File: src/rtl/rcb_frl_crc_engine_if.sv
// Word-serial stream into the FRL CRC engine and its per-frame result.
// The engine connects through the slave modport; the packer/unpacker side uses master.
interface rcb_frl_crc_engine_if #(
  parameter int unsigned DATA_W = 8,
  parameter int unsigned CRC_W  = 8,
  parameter int unsigned LEN_W  = 8
);
  logic              MODE;
  logic              IN_VALID;
  logic              IN_SOF;
  logic              IN_EOF;
  logic [DATA_W-1:0] IN_DATA;
  logic              IN_READY;
  logic [CRC_W-1:0]  CRC_OUT;
  logic              CRC_VALID;
  logic              CRC_ERR;
  logic [LEN_W-1:0]  WORD_CNT;

  modport master (
    output MODE, IN_VALID, IN_SOF, IN_EOF, IN_DATA,
    input  IN_READY, CRC_OUT, CRC_VALID, CRC_ERR, WORD_CNT
  );

  modport slave (
    input  MODE, IN_VALID, IN_SOF, IN_EOF, IN_DATA,
    output IN_READY, CRC_OUT, CRC_VALID, CRC_ERR, WORD_CNT
  );
endinterface

File: src/rtl/rcb_frl_crc_engine.sv
// Framed, word-serial CRC generator/checker for the Fast Radio Link.
// One word per cycle inside a frame; one result cycle (DONE) after each EOF beat.
module rcb_frl_crc_engine #(
  parameter int unsigned           DATA_W = 8,
  parameter int unsigned           CRC_W  = 8,
  parameter logic [CRC_W-1:0]      POLY   = 8'h07,
  parameter logic [CRC_W-1:0]      INIT   = 8'h00,
  parameter int unsigned           LEN_W  = 8
) (
  input  logic                  CLK,
  input  logic                  RST,
  rcb_frl_crc_engine_if.slave   bus
);

  typedef enum logic [1:0] {
    IDLE = 2'd0,
    RUN  = 2'd1,
    DONE = 2'd2
  } state_t;

  state_t             state_q;
  logic [CRC_W-1:0]   crc_q;
  logic [LEN_W-1:0]   cnt_q;
  logic               mode_q;
  logic               ready_q;
  logic [CRC_W-1:0]   crc_out_q;
  logic               valid_q;
  logic               err_q;
  logic [LEN_W-1:0]   word_cnt_q;

  logic               accept;
  logic               take_beat;
  logic [CRC_W-1:0]   crc_base_d;
  logic [CRC_W-1:0]   crc_d;
  logic [LEN_W-1:0]   cnt_d;
  logic               mode_d;

  // MSB-first, non-reflected CRC over one full word, unrolled by the loop.
  function automatic logic [CRC_W-1:0] step(input logic [CRC_W-1:0] c_in,
                                            input logic [DATA_W-1:0] d);
    logic [CRC_W-1:0] c;
    logic             fb;
    c = c_in;
    for (int i = DATA_W - 1; i >= 0; i--) begin
      fb = c[CRC_W-1] ^ d[i];
      c  = (c << 1) ^ (fb ? POLY : '0);
    end
    return c;
  endfunction

  assign accept = bus.IN_VALID & ready_q;

  // A SOF beat always restarts from INIT; non-SOF beats only count while in RUN.
  assign take_beat = accept & (bus.IN_SOF | (state_q == RUN));

  always_comb begin
    crc_base_d = INIT;
    if ((state_q == RUN) && !bus.IN_SOF) begin
      crc_base_d = crc_q;
    end
    crc_d = step(crc_base_d, bus.IN_DATA);

    cnt_d  = LEN_W'(1);
    mode_d = bus.MODE;
    if (!bus.IN_SOF) begin
      cnt_d  = (cnt_q == {LEN_W{1'b1}}) ? cnt_q : cnt_q + LEN_W'(1);
      mode_d = mode_q;
    end
  end

  always_ff @(posedge CLK) begin
    if (RST) begin
      state_q    <= IDLE;
      crc_q      <= INIT;
      cnt_q      <= '0;
      mode_q     <= 1'b0;
      ready_q    <= 1'b0;
      crc_out_q  <= '0;
      valid_q    <= 1'b0;
      err_q      <= 1'b0;
      word_cnt_q <= '0;
    end else begin
      valid_q <= 1'b0;
      ready_q <= 1'b1;
      case (state_q)
        IDLE, RUN: begin
          if (take_beat) begin
            crc_q  <= crc_d;
            cnt_q  <= cnt_d;
            mode_q <= mode_d;
            if (bus.IN_EOF) begin
              // Results are registered here so they appear during DONE and then hold.
              state_q    <= DONE;
              ready_q    <= 1'b0;
              valid_q    <= 1'b1;
              crc_out_q  <= crc_d;
              err_q      <= mode_d & (|crc_d);
              word_cnt_q <= cnt_d;
            end else begin
              state_q <= RUN;
            end
          end
        end
        DONE: begin
          state_q <= IDLE;
          crc_q   <= INIT;
        end
        default: begin
          state_q <= IDLE;
          crc_q   <= INIT;
        end
      endcase
    end
  end

  assign bus.IN_READY  = ready_q;
  assign bus.CRC_OUT   = crc_out_q;
  assign bus.CRC_VALID = valid_q;
  assign bus.CRC_ERR   = err_q;
  assign bus.WORD_CNT  = word_cnt_q;

endmodule
File: src/flat_wrapper.sv
// flat-port wrapper written by rule: the top's interface ports become plain ports
module rcb_frl_crc_engine_flat 
#(
  parameter int unsigned           DATA_W = 8,
  parameter int unsigned           CRC_W  = 8,
  parameter logic [CRC_W-1:0]      POLY   = 8'h07,
  parameter logic [CRC_W-1:0]      INIT   = 8'h00,
  parameter int unsigned           LEN_W  = 8
)
  (CLK, RST, bus_MODE, bus_IN_VALID, bus_IN_SOF, bus_IN_EOF, bus_IN_DATA, bus_IN_READY, bus_CRC_OUT, bus_CRC_VALID, bus_CRC_ERR, bus_WORD_CNT);
  rcb_frl_crc_engine_if #(.DATA_W(DATA_W), .CRC_W(CRC_W), .LEN_W(LEN_W)) bus_i ();
  input  logic CLK;
  input  logic RST;
  input wire logic [$bits(bus_i.MODE)-1:0] bus_MODE;
  input wire logic [$bits(bus_i.IN_VALID)-1:0] bus_IN_VALID;
  input wire logic [$bits(bus_i.IN_SOF)-1:0] bus_IN_SOF;
  input wire logic [$bits(bus_i.IN_EOF)-1:0] bus_IN_EOF;
  input wire logic [$bits(bus_i.IN_DATA)-1:0] bus_IN_DATA;
  output wire logic [$bits(bus_i.IN_READY)-1:0] bus_IN_READY;
  output wire logic [$bits(bus_i.CRC_OUT)-1:0] bus_CRC_OUT;
  output wire logic [$bits(bus_i.CRC_VALID)-1:0] bus_CRC_VALID;
  output wire logic [$bits(bus_i.CRC_ERR)-1:0] bus_CRC_ERR;
  output wire logic [$bits(bus_i.WORD_CNT)-1:0] bus_WORD_CNT;
  assign bus_i.MODE = bus_MODE;
  assign bus_i.IN_VALID = bus_IN_VALID;
  assign bus_i.IN_SOF = bus_IN_SOF;
  assign bus_i.IN_EOF = bus_IN_EOF;
  assign bus_i.IN_DATA = bus_IN_DATA;
  assign bus_IN_READY = bus_i.IN_READY;
  assign bus_CRC_OUT = bus_i.CRC_OUT;
  assign bus_CRC_VALID = bus_i.CRC_VALID;
  assign bus_CRC_ERR = bus_i.CRC_ERR;
  assign bus_WORD_CNT = bus_i.WORD_CNT;
  rcb_frl_crc_engine #(.DATA_W(DATA_W), .CRC_W(CRC_W), .POLY(POLY), .INIT(INIT), .LEN_W(LEN_W)) u_core (.CLK(CLK), .RST(RST), .bus(bus_i));
endmodule
File: config.mk
export PLATFORM = sky130hd
export DESIGN_NAME = rcb_frl_crc_engine_flat
export DESIGN_NICKNAME = d
export VERILOG_FILES = /design/src/rtl/rcb_frl_crc_engine_if.sv /design/src/rtl/rcb_frl_crc_engine.sv /design/src/flat_wrapper.sv
export SDC_FILE = /design/constraint.sdc
export NUM_CORES = 1
export LEC_CHECK = 0
export CORE_MARGIN = 2
export CORE_UTILIZATION = 23
export CTS_CLUSTER_DIAMETER = 150
export DETAILED_ROUTE_END_ITERATION = 8
export SLEW_MARGIN = 15
export SYNTH_ARGS = -nofsm -noshare
export SYNTH_HDL_FRONTEND = slang
export SYNTH_SLANG_ARGS = --single-unit
File: constraint.sdc
create_clock -name CLK -period 2.95 [get_ports CLK]
set_input_delay 0.59 -clock CLK [delete_from_list [all_inputs] [get_ports CLK]]
set_output_delay 0.59 -clock CLK [all_outputs]
set_load 0.01 [all_outputs]
=== After elaboration in Yosys (flattened, before gate mapping) ===
Cells that the tools add are included.

* Bits in registers: 38
* Bits of input ports: 14
* Output and inout bits: 19

* Add/sub/neg operators: 1
* Equal/unequal tests: 2
* Multiplexer cells: 17
* Bitwise operators: 22
* Reductions and logical operators: 9

{| class="wikitable"
|+ Operators by type and width
! operator !! count
|-
| 8-bit bitwise XOR || 8
|-
| 3-bit 2-to-1 mux || 8
|-
| 8-bit 2-to-1 mux || 3
|-
| 8-bit by 1-bit adder with 8-bit output (second input constant) || 1
|-
| 8-bit == test (second input constant) || 1
|-
| 8-bit OR reduction || 1
|-
| 1-bit bitwise XOR || 8
|-
| 1-bit 2-to-1 mux || 5
|-
| 2-bit OR reduction || 2
|-
| 1-bit AND || 3
|-
| 3-bit AND reduction || 1
|-
| 3-bit OR reduction || 1
|-
| 2-bit by 1-bit == test with 1-bit output (second input constant) || 1
|-
| 2-bit zero test || 1
|-
| 2-bit 2-to-1 mux || 1
|-
| 1-bit inverter || 2
|-
| 2-bit AND reduction || 1
|-
| 1-bit logical AND || 1
|-
| 1-bit zero test || 1
|-
| 1-bit OR || 1
|}

=== Longest topological paths before layout ===
Gate-level depths: netlist of run 1.

* Depth in word-level cells: 29
* Depth in mapped cells: 7

=== Worst setup path before layout of run 1 ===
OpenSTA, ideal clock, no wires.

* Path type: in2reg
* From: input port bus_IN_SOF
* To: register u_core.crc_out_q[0], in the netlist u_core.bus.CRC_OUT[0]
* Library setup time: 117 ps
* Data arrival time: 1824 ps
* Required time: 2833 ps
* Path slack: 1009 ps
* Cell stages on the path: 5
* Path buffers: 1
* Cell sequence: buf_4 -> and4bb_1 -> xor2_1 -> xnor3_1 -> a22o_1

* Word-level cells in the longest chain between the ends: 15

{| class="wikitable"
|+ Ends and longest elaborated chain
! item !! RTL line !! text
|-
| from (decl) || flat_wrapper.sv:16 || <nowiki>input wire logic [$bits(bus_i.IN_SOF)-1:0] bus_IN_SOF;</nowiki>
|-
| 1-bit zero test || rcb_frl_crc_engine.sv:58 || <nowiki>if ((state_q == RUN) && !bus.IN_SOF) begin</nowiki>
|-
| 1-bit logical AND || rcb_frl_crc_engine.sv:58 ||
|-
| 8-bit 2-to-1 mux || rcb_frl_crc_engine.sv:58 ||
|-
| 1-bit bitwise XOR / 8-bit bitwise XOR (equally long branches) || rcb_frl_crc_engine.sv:45, rcb_frl_crc_engine.sv:46 ||
|-
| 3-bit 2-to-1 mux / 1-bit bitwise XOR (equally long branches) || rcb_frl_crc_engine.sv:46, rcb_frl_crc_engine.sv:45 ||
|-
| 8-bit bitwise XOR / 3-bit 2-to-1 mux (equally long branches) || rcb_frl_crc_engine.sv:46 || <nowiki>c = (c << 1) ^ (fb ? POLY : '0);</nowiki>
|-
| 8-bit bitwise XOR (6 in a row) || rcb_frl_crc_engine.sv:46 ||
|-
| 1-bit bitwise XOR || rcb_frl_crc_engine.sv:45 || <nowiki>fb = c[CRC_W-1] ^ d[i];</nowiki>
|-
| 3-bit 2-to-1 mux || rcb_frl_crc_engine.sv:46 ||
|-
| 8-bit bitwise XOR || rcb_frl_crc_engine.sv:46 ||
|-
| to (signal assigned) || rcb_frl_crc_engine.sv:96 || <nowiki>crc_out_q <= crc_d;</nowiki>
|-
| to (decl) || rcb_frl_crc_engine.sv:26 || <nowiki>logic [CRC_W-1:0] crc_out_q;</nowiki>
|}

Several ways; a longest one is shown, not always the timed one.
A chain may end at the register's enable or synchronous reset.

=== Worst setup path in the final report of run 1 ===
* From: input port bus_IN_SOF
* To: register u_core.crc_out_q[7], in the netlist u_core.bus.CRC_OUT[7]

* Word-level cells in the longest chain between the ends: 13

{| class="wikitable"
|+ Ends and longest elaborated chain
! item !! RTL line
|-
| 1-bit zero test || rcb_frl_crc_engine.sv:58
|-
| 1-bit logical AND || rcb_frl_crc_engine.sv:58
|-
| 8-bit 2-to-1 mux || rcb_frl_crc_engine.sv:58
|-
| 1-bit bitwise XOR / 8-bit bitwise XOR (equally long branches) || rcb_frl_crc_engine.sv:45, rcb_frl_crc_engine.sv:46
|-
| 3-bit 2-to-1 mux, or another cell as far along || rcb_frl_crc_engine.sv:46
|-
| 8-bit bitwise XOR, or another cell as far along || rcb_frl_crc_engine.sv:46
|-
| 8-bit bitwise XOR / 3-bit 2-to-1 mux (equally long branches) || rcb_frl_crc_engine.sv:46
|-
| 8-bit bitwise XOR (6 in a row) || rcb_frl_crc_engine.sv:46
|}

Several ways; a longest one is shown, not always the timed one.

==> impl_summary.log, run 1 <==
[metrics] status: completed
[metrics] Remaining DRCs: 0
[metrics] total congestion overflow after global routing: 0
[metrics] global-route wire length before repair: 7730 um
[metrics] core area: 8680 um^2
[metrics] number of warning messages in the yosys log: 0
[metrics] share of synthesized area occupied by flip-flops and latches: 0.372
[metrics] GRT Resource Usage Total: 0.0997
[metrics] post-route antenna net violation count: 0
[metrics] Post-synth EDFFs: 0
[metrics] Min-Delay Startpoint: u_core.bus.CRC_OUT[4]
[metrics] Synth Cell Area: 2040 um^2
[metrics] area of the die: 9650 um^2
[metrics] Worst Hold Path EP: u_core.bus.CRC_OUT[4]
[metrics] first drt pass iteration count: 5
[metrics] Max Clock Freq: 0.454 GHz
[metrics] wire per inst: 13.4 um
[metrics] maximum number of pins on one net before global-route repair: 19
[metrics] number of cells produced by synthesis: 223
[metrics] max-slew violation total from the final report: 0
[metrics] count of max-cap constraint violations: 0
[metrics] maximum buffer depth of the clock tree: 2
[metrics] worst min-delay path class: register to register
[metrics] endpoint of the worst-slack reg-to-reg timing path: u_core.bus.CRC_OUT[7]
[metrics] final weighted congestion in routability-driven placement: 0.806
[metrics] DRT Wirelength: 4880 um
[metrics] critical path required time: 3130 ps
[metrics] count of final setup violators: 0
[metrics] net total in the final layout: 270
[metrics] H-tree lvl count: 2
[metrics] number of buffers added to fix hold violations after cts: 0
[metrics] most frequent cells in the layout: 38 x sky130_fd_sc_hd__dfxtp_1, 32 x sky130_fd_sc_hd__clkdlybuf4s50_1, 24 x sky130_fd_sc_hd__nand2_1, 22 x sky130_fd_sc_hd__nor2_1, 20 x sky130_fd_sc_hd__xnor2_1
[metrics] post-cts resize count: 0
[metrics] number of violations reported at the end of detailed-routing iteration 0: 110
[metrics] most common library cell in the layout ignoring fill and taps: sky130_fd_sc_hd__dfxtp_1
[metrics] launch instance of the worst register-to-register path: u_core.state_q[1]
[metrics] ratio of cells with drive above 1 in the final layout: 0.113
[metrics] slew at the pin with the worst max-slew slack: 876 ps
[metrics] vias: 1,669
[metrics] setup repair bufs after CTS: 0
[metrics] die extent in y: 98.3 um
[metrics] ratio of total power to cell area: 424 nW/um^2
[metrics] critical path launch point type: primary input
[metrics] initial antenna violation count: 0
[metrics] leakage component of the power: 0.870 nW
[metrics] relative slew slack: 0.414
[metrics] layout overhead on the synthesized area: 25.7%
[metrics] Fin Setup TNS: 0 ps
[metrics] number of diodes: 0
[metrics] worst path arrival time: 2380 ps
[metrics] row count: 34
[metrics] I/O pin count: 33
[metrics] Synth async-reset ratio: 0
[metrics] hold path cells: 2
[metrics] capturing element type of the critical path: register
[metrics] final critical-path required period: 2200 ps
[metrics] vias in the first global route: 1,557
[metrics] width of the chip: 98.3 um
[metrics] main flop type after synthesis: sky130_fd_sc_hd__dfxtp_1
[metrics] Sink Count: 38
[metrics] Post-Synthesis Net Count: 238
[metrics] clock buffers created by TritonCTS: 5
[metrics] clock tree from TritonCTS: yes
[metrics] worst-path maximum fanout: 7
[metrics] Worst Setup Path Type: primary input to register
[metrics] post-route clock period utilization: 0.747
[metrics] endpoints failing hold: 0
[metrics] clock latency at the later pin of the worst-skew pair: 280 ps
[metrics] mean instance size in the synthesized netlist: 9.16 um^2
[metrics] hold slack final: 463 ps
[metrics] VDD IR-drop max: 0.171 mV
[metrics] total of buffers placed on input and output ports: 32
[metrics] skew final: 3.90 ps
[metrics] post-detailed-route via-to-cell ratio: 4.59
[metrics] unrepaired setup endpoints after global routing: false
[metrics] initial core utilization: 0.235
[metrics] R2R Setup Slk: 1090 ps
[metrics] estimated wirelength of the detail-placed design: 3650 um
[metrics] buffer cell driving the clock tree root: sky130_fd_sc_hd__clkbuf_8
[metrics] Reg clk slew, reported paths: 70 ps
[metrics] number of unique standard cell types used by synthesis: 50
[metrics] length in cells of the worst reg-to-reg path: 4
[metrics] flops & latches, synth: 38
cells in the mapped netlist, types with 2 or more instances:
library cell,instances,area share
sky130_fd_sc_hd__nand2_1,24,0.044
sky130_fd_sc_hd__xor2_1,3,0.013
sky130_fd_sc_hd__nand3b_1,2,0.0073
sky130_fd_sc_hd__nand3_1,3,0.0073
sky130_fd_sc_hd__nor4bb_1,3,0.015
sky130_fd_sc_hd__dfxtp_1,38,0.37
sky130_fd_sc_hd__nor3_1,4,0.0098
sky130_fd_sc_hd__and4bb_1,2,0.012
sky130_fd_sc_hd__and2_1,2,0.0061
sky130_fd_sc_hd__a22o_1,3,0.013
sky130_fd_sc_hd__a21oi_1,10,0.024
sky130_fd_sc_hd__nand2b_1,2,0.0061
sky130_fd_sc_hd__clkbuf_1,3,0.0055
sky130_fd_sc_hd__o31ai_1,2,0.0073
sky130_fd_sc_hd__a311oi_1,2,0.0086
sky130_fd_sc_hd__nand4_1,3,0.0092
sky130_fd_sc_hd__a211oi_1,3,0.011
sky130_fd_sc_hd__o21ai_0,14,0.034
sky130_fd_sc_hd__buf_2,6,0.015
sky130_fd_sc_hd__nor2_1,22,0.040
sky130_fd_sc_hd__mux2i_1,4,0.020
sky130_fd_sc_hd__or2_2,2,0.0061
sky130_fd_sc_hd__xnor2_1,20,0.086
sky130_fd_sc_hd__o21ai_1,4,0.0098
sky130_fd_sc_hd__a21oi_2,3,0.013
sky130_fd_sc_hd__o32a_1,2,0.0098
sky130_fd_sc_hd__xnor3_1,4,0.044
sky130_fd_sc_hd__inv_1,5,0.0092
sky130_fd_sc_hd__a31oi_1,3,0.0092
sky130_fd_sc_hd__buf_4,2,0.0073
sky130_fd_sc_hd__xnor2_2,4,0.032
state kept, by name (all words and copies together) (netlist names):
signal                flops
u_core.bus.WORD_CNT       8
u_core.bus.CRC_VALID      1
u_core.bus.IN_READY       1
u_core.bus.CRC_ERR        1
u_core.cnt_q              8
u_core.state_q            2
u_core.crc_q              8
u_core.mode_q             1
u_core.bus.CRC_OUT        8
worst max path at each step:
stage,from,to,slack (ps),cells after the start
after floorplan,bus_IN_SOF,u_core.bus.CRC_OUT[0],1010,5
after global placement,bus_IN_SOF,u_core.crc_q[2],440,6
after detailed placement,bus_IN_SOF,u_core.bus.CRC_OUT[0],440,5
final,bus_IN_SOF,u_core.bus.CRC_OUT[7],750,5
after CTS,bus_IN_SOF,u_core.bus.WORD_CNT[6],730,5
after global routing,bus_IN_SOF,u_core.bus.CRC_ERR,580,6
per-layer routing:
layer	up-vias	global-route usage	share of wire	routed length, um
li1	855	-	-	-
met1	772	0.132	0.48	2350
met3	4	0.0329	0.059	286
met4	0	0.0263	0.014	68
met2	38	0.157	0.45	2170
met5	-	0	0	0
power breakdown:
part           switching [W]  total [W]  internal [W]  leakage (nW)
registers          0.0000156   0.000542      0.000527         0.308
clock network       0.000179   0.000368      0.000189        0.0482
logic              0.0000863   0.000179     0.0000932         0.514
critical path, stage by stage:
cell,delay [ps]
sky130_fd_sc_hd__clkdlybuf4s50_1,500
sky130_fd_sc_hd__and4bb_1,370
sky130_fd_sc_hd__xor2_1,220
sky130_fd_sc_hd__xnor3_1,480
sky130_fd_sc_hd__a22o_1,220
metrics by stage:
step	instances	total power (W)	utilization	setup slack, ps	instance area, um^2
finish	364	0.00109	0.296	746	2570
global route	364	0.00114	0.296	576	2570
CTS	364	0.00111	0.296	735	2570
detailed placement	356	0.000734	0.285	438	2480
global placement	356	0.000734	0.285	443	2480
floorplan	223	0.000672	-	1010	2040
area by class of cell:
cell class / instances / area, um^2
Fill cell: 937 / 6110
Multi-Input combinational cell: 168 / 1200
Sequential cell: 38 / 761
Timing Repair Buffer: 37 / 358
Tap cell: 108 / 135
Clock buffer: 7 / 86.3
Inverter: 5 / 18.8
Clock inverter: 1 / 5.00
cells by family after synthesis:
family	count (synthesis)	share of synthesized area
buffers and inverters	17	0.0386
adder cells (fa/ha/maj)	1	0.00612
AO/OA/AOI/OAI	54	0.182
flip-flops	38	0.372
XOR/XNOR	31	0.175
multiplexers	5	0.0251
AND/OR/NAND/NOR	77	0.201
Power figures use the tool's default switching activity.
==> run 2, diff against run 1 <==
==> constraint.sdc (replaced) <==
create_clock -name CLK -period 2.1 [get_ports CLK]
set_input_delay 0.42 -clock CLK [delete_from_list [all_inputs] [get_ports CLK]]
set_output_delay 0.42 -clock CLK [all_outputs]
set_load 0.01 [all_outputs]
==> run 2 against run 1 <==
Non-clock buffer count grew 15. Final cell count grew 4.1%. Design area grew 6.2%. Register-to-register slack lost 790 ps. Global-route usage grew 0.69 points. Clock power grew 110%. Hold slack lost 7.6 ps. Clock skew grew 2.5 ps. Total power grew 65%.
==> impl_summary.log, run 2 (same netlist as run 1, synthesis figures left out) <==
[metrics] status: completed (unchanged)
[metrics] final critical-path required period: 1970 ps
[metrics] global-route wire length before repair: 8170 um (was 7730 um)
[metrics] worst-path maximum fanout: 10 (was 7)
[metrics] worst stage delay on the critical path: 570 ps (was 500 ps)
[metrics] hold slack final: 456 ps (was 463 ps)
[metrics] skew final: 6.41 ps (was 3.90 ps)
[metrics] post-cts resize count: 0 (unchanged)
[metrics] initial core utilization: 0.235 (unchanged)
[metrics] met2 wire length: 2330 um (was 2170 um)
[metrics] number of diodes: 0 (unchanged)
[metrics] cells along the critical path: clkdlybuf4s50_1 -> or3b_1 -> nor2_4 -> xnor2_2 -> xnor2_1 -> a211oi_1 (was clkdlybuf4s50_1 -> and4bb_1 -> xor2_1 -> xnor3_1 -> a22o_1)
[metrics] WP buf/inv: 1 (unchanged)
[metrics] total of buffers placed on input and output ports: 32 (unchanged)
[metrics] fin area: 2730 um^2 (was 2570 um^2)
[metrics] critical path's top delay family: simple AND/OR/NAND/NOR gates (was XOR/XNOR gates)
[metrics] capturing element type of the critical path: register (unchanged)
[metrics] number of buffers added to fix hold violations after cts: 0 (unchanged)
[metrics] hold path cells: 2 (unchanged)
[metrics] post-route antenna net violation count: 0 (unchanged)
[metrics] row count: 34 (unchanged)
[metrics] length in cells of the worst reg-to-reg path: 5 (was 4)
[metrics] total congestion overflow after global routing: 0 (unchanged)
[metrics] critical path launch point type: primary input (unchanged)
[metrics] Sink Count: 38 (unchanged)
[metrics] GRT Resource Usage Total: 0.107 (was 0.0997)
[metrics] post-route setup slack: 133 ps (was 746 ps)
[metrics] clock latency at the later pin of the worst-skew pair: 300 ps (was 280 ps)
[metrics] core area: 8680 um^2 (unchanged)
[metrics] launch instance of the worst register-to-register path: u_core.state_q[0] (was u_core.state_q[1])
[metrics] Reg clk slew, reported paths: 80 ps (was 70 ps)
[metrics] VDD IR-drop max: 0.303 mV (was 0.171 mV)
[metrics] ratio of cells with drive above 1 in the final layout: 0.166 (was 0.113)
[metrics] endpoints failing hold: 0 (unchanged)
[metrics] Post-Route M1 WL: 2350 um (unchanged)
[metrics] layout overhead on the synthesized area: 33.4% (was 25.7%)
[metrics] first drt pass iteration count: 4 (was 5)
[metrics] Placement Cell Area: 2590 um^2 (was 2480 um^2)
[metrics] maximum number of pins on one net before global-route repair: 14 (was 19)
[metrics] topmost layer with routed signal wires: met4 (unchanged)
[metrics] routed length on met3: 234 um (was 286 um)
[metrics] critical path startpoint: bus_IN_SOF (unchanged)
[metrics] leakage component of the power: 0.962 nW (was 0.870 nW)
[metrics] clock tree from TritonCTS: yes (unchanged)
[metrics] slew at the pin with the worst max-slew slack: 523 ps (was 876 ps)
[metrics] maximum buffer depth of the clock tree: 2 (unchanged)
[metrics] clock buffers created by TritonCTS: 5 (unchanged)
[metrics] logic depth of the worst setup path including buffers: 6 (was 5)
[metrics] ratio of total power to cell area: 660 nW/um^2 (was 424 nW/um^2)
[metrics] DRT Wirelength: 5000 um (was 4880 um)
[metrics] buffer cell driving the clock tree root: sky130_fd_sc_hd__clkbuf_8 (unchanged)
[metrics] critical path required time: 2320 ps (was 3130 ps)
[metrics] initial antenna violation count: 0 (unchanged)
[metrics] I/O pin count: 33 (unchanged)
[metrics] CP max stage cell: sky130_fd_sc_hd__or3b_1 (was sky130_fd_sc_hd__clkdlybuf4s50_1)
[metrics] count of final setup violators: 0 (unchanged)
[metrics] unrepaired setup endpoints after global routing: false (unchanged)
[metrics] vias in the first global route: 1,655 (was 1,557)
[metrics] Worst Setup Path Type: primary input to register (unchanged)
[metrics] H-tree lvl count: 2 (unchanged)
[metrics] post-detailed-route via-to-cell ratio: 4.54 (was 4.59)
[metrics] estimated wirelength of the detail-placed design: 3810 um (was 3650 um)
[metrics] width of the chip: 98.3 um (unchanged)
[metrics] net total in the final layout: 285 (was 270)
[metrics] post-route clock period utilization: 0.937
[metrics] max-slew violation total from the final report: 0 (unchanged)
[metrics] Min-Delay Startpoint: u_core.bus.CRC_OUT[4] (unchanged)
[metrics] wire per inst: 13.2 um (was 13.4 um)
[metrics] final weighted congestion in routability-driven placement: 0.809 (was 0.806)
[metrics] pre-CTS worst setup slack: -187 ps (was 438 ps)
[metrics] worst path arrival time: 2180 ps (was 2380 ps)
[metrics] vias: 1,719 (was 1,669)
[metrics] worst min-delay path class: register to register (unchanged)
[metrics] most common library cell in the layout ignoring fill and taps: sky130_fd_sc_hd__dfxtp_1 (unchanged)
[metrics] Remaining DRCs: 0 (unchanged)
[metrics] setup repair bufs after CTS: 0 (unchanged)
[metrics] die extent in y: 98.3 um (unchanged)
[metrics] area of the die: 9650 um^2 (unchanged)
[metrics] number of violations reported at the end of detailed-routing iteration 0: 86 (was 110)
[metrics] relative slew slack: 0.649 (was 0.414)
[metrics] count of max-cap constraint violations: 0 (unchanged)
[metrics] Max Clock Freq: 0.508 GHz
[metrics] most frequent cells in the layout: 38 x sky130_fd_sc_hd__dfxtp_1, 32 x sky130_fd_sc_hd__clkdlybuf4s50_1, 24 x sky130_fd_sc_hd__nand2_1, 22 x sky130_fd_sc_hd__nor2_1 (was 38 x sky130_fd_sc_hd__dfxtp_1, 32 x sky130_fd_sc_hd__clkdlybuf4s50_1, 24 x sky130_fd_sc_hd__nand2_1, 22 x sky130_fd_sc_hd__nor2_1, 20 x sky130_fd_sc_hd__xnor2_1)
[metrics] utilization after layout: 0.314 (was 0.296)
-- run 2: changes by cell type in the layout (fill, tap and decap cells not counted) --
| cell | delta |
|---|---|
| sky130_fd_sc_hd__buf_4 | +15 |
| sky130_fd_sc_hd__bufinv_16 | +2 |
| sky130_fd_sc_hd__clkbuf_1 | -1 |
| sky130_fd_sc_hd__clkbuf_8 | -1 |
| sky130_fd_sc_hd__clkinv_2 | -1 |
| sky130_fd_sc_hd__clkinv_4 | +1 |
-- run 2: per-layer routing --
metal | vias to the layer above | global-route usage
met3 | 10 | 0.0344
met1 | 796 | 0.130
li1 | 880 | -
met2 | 33 | 0.180
met5 | - | 0
met4 | 0 | 0.0327
-- run 2: path summary, 6_finish.rpt --
check        slack [ps]                    end
max reg2reg         300        u_core.crc_q[2]
min                 460  u_core.bus.CRC_OUT[4]
max                 130        u_core.crc_q[2]
min reg2reg         460  u_core.bus.CRC_OUT[4]
-- run 2: worst reg2reg max path, delay by kind of cell, from the launching register on --
family | cells | cell delay, ps
xor+xnor | 2 | 280
flops | 1 | 460
simple gates | 2 | 760
compound gates | 1 | 220
-- run 2: area by class of cell --
cell class              instances  area (um^2)
clock buffers                   5         68.8
clock inverters                 3         68.8
fillers                       920         5950
inverters                       5         18.8
multi-input cells             168         1200
flip-flops and latches         38          761
well taps                     108          135
repair buffers                 52          470
-- run 2: metrics by stage --
stage                     total power [W]  setup TNS, ps  instances
after global placement            0.00105          -2060        371
after global routing              0.00186              0        379
after detailed placement          0.00105          -2800        371
final                             0.00180              0        379
after floorplan                  0.000945              0        223
after CTS                         0.00181              0        379
-- run 2: power by group --
part           switching [W]  internal [W]
Combinational       0.000125      0.000151
Sequential         0.0000213      0.000740
Clock               0.000287      0.000476
Total               0.000433       0.00137
==> run 3, diff against run 2 <==
--- a/config.mk
+++ b/config.mk
@@ -5,7 +5,6 @@
 export SDC_FILE = /design/constraint.sdc
 export NUM_CORES = 1
 export LEC_CHECK = 0
-export CORE_MARGIN = 2
 export CORE_UTILIZATION = 23
 export CTS_CLUSTER_DIAMETER = 150
 export DETAILED_ROUTE_END_ITERATION = 8
==> constraint.sdc (replaced) <==
create_clock -name CLK -period 2 [get_ports CLK]
set_input_delay 0.4 -clock CLK [delete_from_list [all_inputs] [get_ports CLK]]
set_output_delay 0.4 -clock CLK [all_outputs]
set_load 0.01 [all_outputs]
==> run 3 against run 2 <==
Design area grew 1.4%. Flip-flop and latch count is the same. Sequential share of layout area shrank 0.38 points. Via count grew 0.81%. Core utilization grew 0.43 points. Die area shrank 4.0%. First-iteration DRC count grew 29%. Critical path depth is the same. Setup slack gained 52 ps. Total power grew 6.1%. Routed wire length shrank 2.4%. Non-clock buffer count grew 1.
==> impl_summary.log, run 3 (same netlist as run 1, synthesis figures left out) <==
[metrics] status: completed (unchanged)
[metrics] total congestion overflow after global routing: 0 (unchanged)
[metrics] GRT busiest layer: met2 (unchanged)
[metrics] estimated wirelength of the detail-placed design: 3800 um (was 3810 um)
[metrics] vias: 1,733 (was 1,719)
[metrics] maximum buffer depth of the clock tree: 2 (unchanged)
[metrics] number of fill cells in the layout: 927 (was 920)
[metrics] max-slew violation total from the final report: 0 (unchanged)
[metrics] final critical-path required period: 1810 ps
[metrics] buffer cell driving the clock tree root: sky130_fd_sc_hd__clkbuf_8 (unchanged)
[metrics] core area: 8680 um^2 (unchanged)
[metrics] layout overhead on the synthesized area: 35.3% (was 33.4%)
[metrics] ratio of total power to cell area: 691 nW/um^2 (was 660 nW/um^2)
[metrics] H-tree lvl count: 2 (unchanged)
[metrics] VDD IR-drop max: 0.338 mV (was 0.303 mV)
[metrics] area of the die: 9260 um^2 (was 9650 um^2)
[metrics] initial core utilization: 0.235 (unchanged)
[metrics] ratio of cells with drive above 1 in the final layout: 0.180 (was 0.166)
[metrics] post-route antenna net violation count: 0 (unchanged)
[metrics] instance count after placement with tap cells included: 372 (was 371)
[metrics] first drt pass iteration count: 4 (unchanged)
[metrics] skew final: 10.3 ps (was 6.41 ps)
[metrics] row count: 34 (unchanged)
[metrics] unrepaired setup endpoints after global routing: false (unchanged)
[metrics] wire per inst: 12.8 um (was 13.2 um)
[metrics] DRT Wirelength: 4880 um (was 5000 um)
[metrics] Worst Setup Path Type: register to register (was primary input to register)
[metrics] leakage component of the power: 0.983 nW (was 0.962 nW)
[metrics] die extent in y: 96.3 um (was 98.3 um)
[metrics] count of final setup violators: 0 (unchanged)
[metrics] total of buffers placed on input and output ports: 32 (unchanged)
[metrics] GR Layer Usage met2: 0.178 (was 0.180)
[metrics] worst path arrival time: 2040 ps (was 2180 ps)
[metrics] number of diodes: 0 (unchanged)
[metrics] number of violations reported at the end of detailed-routing iteration 0: 111 (was 86)
[metrics] vias in the first global route: 1,625 (was 1,655)
[metrics] number of buffers added to fix hold violations after cts: 0 (unchanged)
[metrics] post-detailed-route via-to-cell ratio: 4.56 (was 4.54)
[metrics] net total in the final layout: 286 (was 285)
[metrics] initial antenna violation count: 0 (unchanged)
[metrics] utilization after layout: 0.318 (was 0.314)
[metrics] met1 track demand over resource: 0.142 (was 0.130)
[metrics] most common library cell in the layout ignoring fill and taps: sky130_fd_sc_hd__dfxtp_1 (unchanged)
[metrics] R2R Setup Slk: 190 ps (was 300 ps)
[metrics] Remaining DRCs: 0 (unchanged)
[metrics] capturing element type of the critical path: register (unchanged)
[metrics] Max Clock Freq: 0.551 GHz
[metrics] clock tree from TritonCTS: yes (unchanged)
[metrics] clock latency at the later pin of the worst-skew pair: 290 ps (was 300 ps)
[metrics] global-route wire length before repair: 7820 um (was 8170 um)
[metrics] critical path required time: 2220 ps (was 2320 ps)
[metrics] width of the chip: 96.3 um (was 98.3 um)
[metrics] number of standard cells in the layout, taps in and fillers out: 380 (was 379)
[metrics] relative slew slack: 0.688 (was 0.649)
[metrics] maximum number of pins on one net before global-route repair: 14 (unchanged)
[metrics] Reg clk slew, reported paths: 70 ps (was 80 ps)
[metrics] GRT Resource Usage Total: 0.110 (was 0.107)
[metrics] final weighted congestion in routability-driven placement: 0.838 (was 0.809)
[metrics] slew at the pin with the worst max-slew slack: 465 ps (was 523 ps)
[metrics] post-route clock period utilization: 0.907
[metrics] most frequent cells in the layout: 38 x sky130_fd_sc_hd__dfxtp_1, 31 x sky130_fd_sc_hd__clkdlybuf4s50_1, 24 x sky130_fd_sc_hd__nand2_1, 22 x sky130_fd_sc_hd__nor2_1 (was 38 x sky130_fd_sc_hd__dfxtp_1, 32 x sky130_fd_sc_hd__clkdlybuf4s50_1, 24 x sky130_fd_sc_hd__nand2_1, 22 x sky130_fd_sc_hd__nor2_1)
[metrics] I/O pin count: 33 (unchanged)
[metrics] worst-path maximum fanout: 5 (was 10)
[metrics] global-route met3 utilization: 0.0332 (was 0.0344)
[metrics] count of max-cap constraint violations: 0 (unchanged)
[metrics] Sink Count: 38 (unchanged)
[metrics] worst min-delay path class: register to register (unchanged)
[metrics] critical path launch point type: register (was primary input)
[metrics] clock buffers created by TritonCTS: 5 (unchanged)
[metrics] endpoints failing hold: 0 (unchanged)
## run 3: changes by cell type in the layout (fill, tap and decap cells not counted)
cell	change
sky130_fd_sc_hd__and4bb_1	-1
sky130_fd_sc_hd__and4bb_2	+1
sky130_fd_sc_hd__buf_12	+1
sky130_fd_sc_hd__clkbuf_8	+1
sky130_fd_sc_hd__clkdlybuf4s50_1	-1
sky130_fd_sc_hd__clkinv_4	-1
sky130_fd_sc_hd__dlymetal6s2s_1	+1
sky130_fd_sc_hd__or3b_1	-1
sky130_fd_sc_hd__or3b_4	+1
sky130_fd_sc_hd__xor2_1	-1
sky130_fd_sc_hd__xor2_2	+1
## run 3: path summary, 6_finish.rpt
kind / from / end / depth (start not counted)
setup reg to reg: u_core.cnt_q[0] / u_core.cnt_q[4] / 6
hold reg to reg: u_core.bus.CRC_OUT[4] / u_core.bus.CRC_OUT[4] / 2
hold / removal: u_core.bus.CRC_OUT[4] / u_core.bus.CRC_OUT[4] / 2
setup / recovery: u_core.cnt_q[0] / u_core.cnt_q[4] / 6
## run 3: critical path, cell delays in order, from the launching register on
cell                      delay (ps)
sky130_fd_sc_hd__dfxtp_1         420
sky130_fd_sc_hd__ha_1            260
sky130_fd_sc_hd__nand2_1         130
sky130_fd_sc_hd__a21oi_2         210
sky130_fd_sc_hd__nand2_1         110
sky130_fd_sc_hd__or4_1           480
sky130_fd_sc_hd__a21oi_1         130
## run 3: what timing repair did
| item | 4_1_cts | 5_1_grt |
|---|---|---|
| resized for setup | 0 | 4 |
| setup buffers | 0 | 0 |
| setup endpoints to repair | 0 | 9 |
## run 3: layout make-up
cell class	instances	area, um^2	area share
Sequential cell	38	761	0.275
Clock buffer	6	82.6	0.0299
Clock inverter	2	60.1	0.0217
Tap cell	108	135	0.0489
Timing Repair Buffer	53	493	0.178
Multi-Input combinational cell	168	1210	0.439
Inverter	5	18.8	0.00679
## run 3: report_power, final
| group | switching [W] | internal [W] |
|---|---|---|
| registers | 0.0000226 | 0.000777 |
| logic | 0.000131 | 0.000164 |
| clock network | 0.000283 | 0.000532 |
| total | 0.000437 | 0.00147 |
## run 3: per-stage QoR
stage | setup WS (ps) | area (um^2) | total power, W | TNS, ps | hold WS, ps
after floorplan | 249 | 2040 | 0.000992 | 0 | 452
after global placement | -259 | 2610 | 0.00111 | -4400 | 439
after detailed placement | -292 | 2610 | 0.00111 | -5440 | 446
after CTS | 15.1 | 2750 | 0.00193 | 0 | 460
after global routing | 10.5 | 2760 | 0.00199 | 0 | 487
final | 186 | 2760 | 0.00191 | 0 | 453
## run 3: per-layer routing
metal,vias up,part of all wire
met5,-,0
met4,0,0.010
met3,6,0.048
met1,808,0.48
li1,884,-
met2,35,0.47
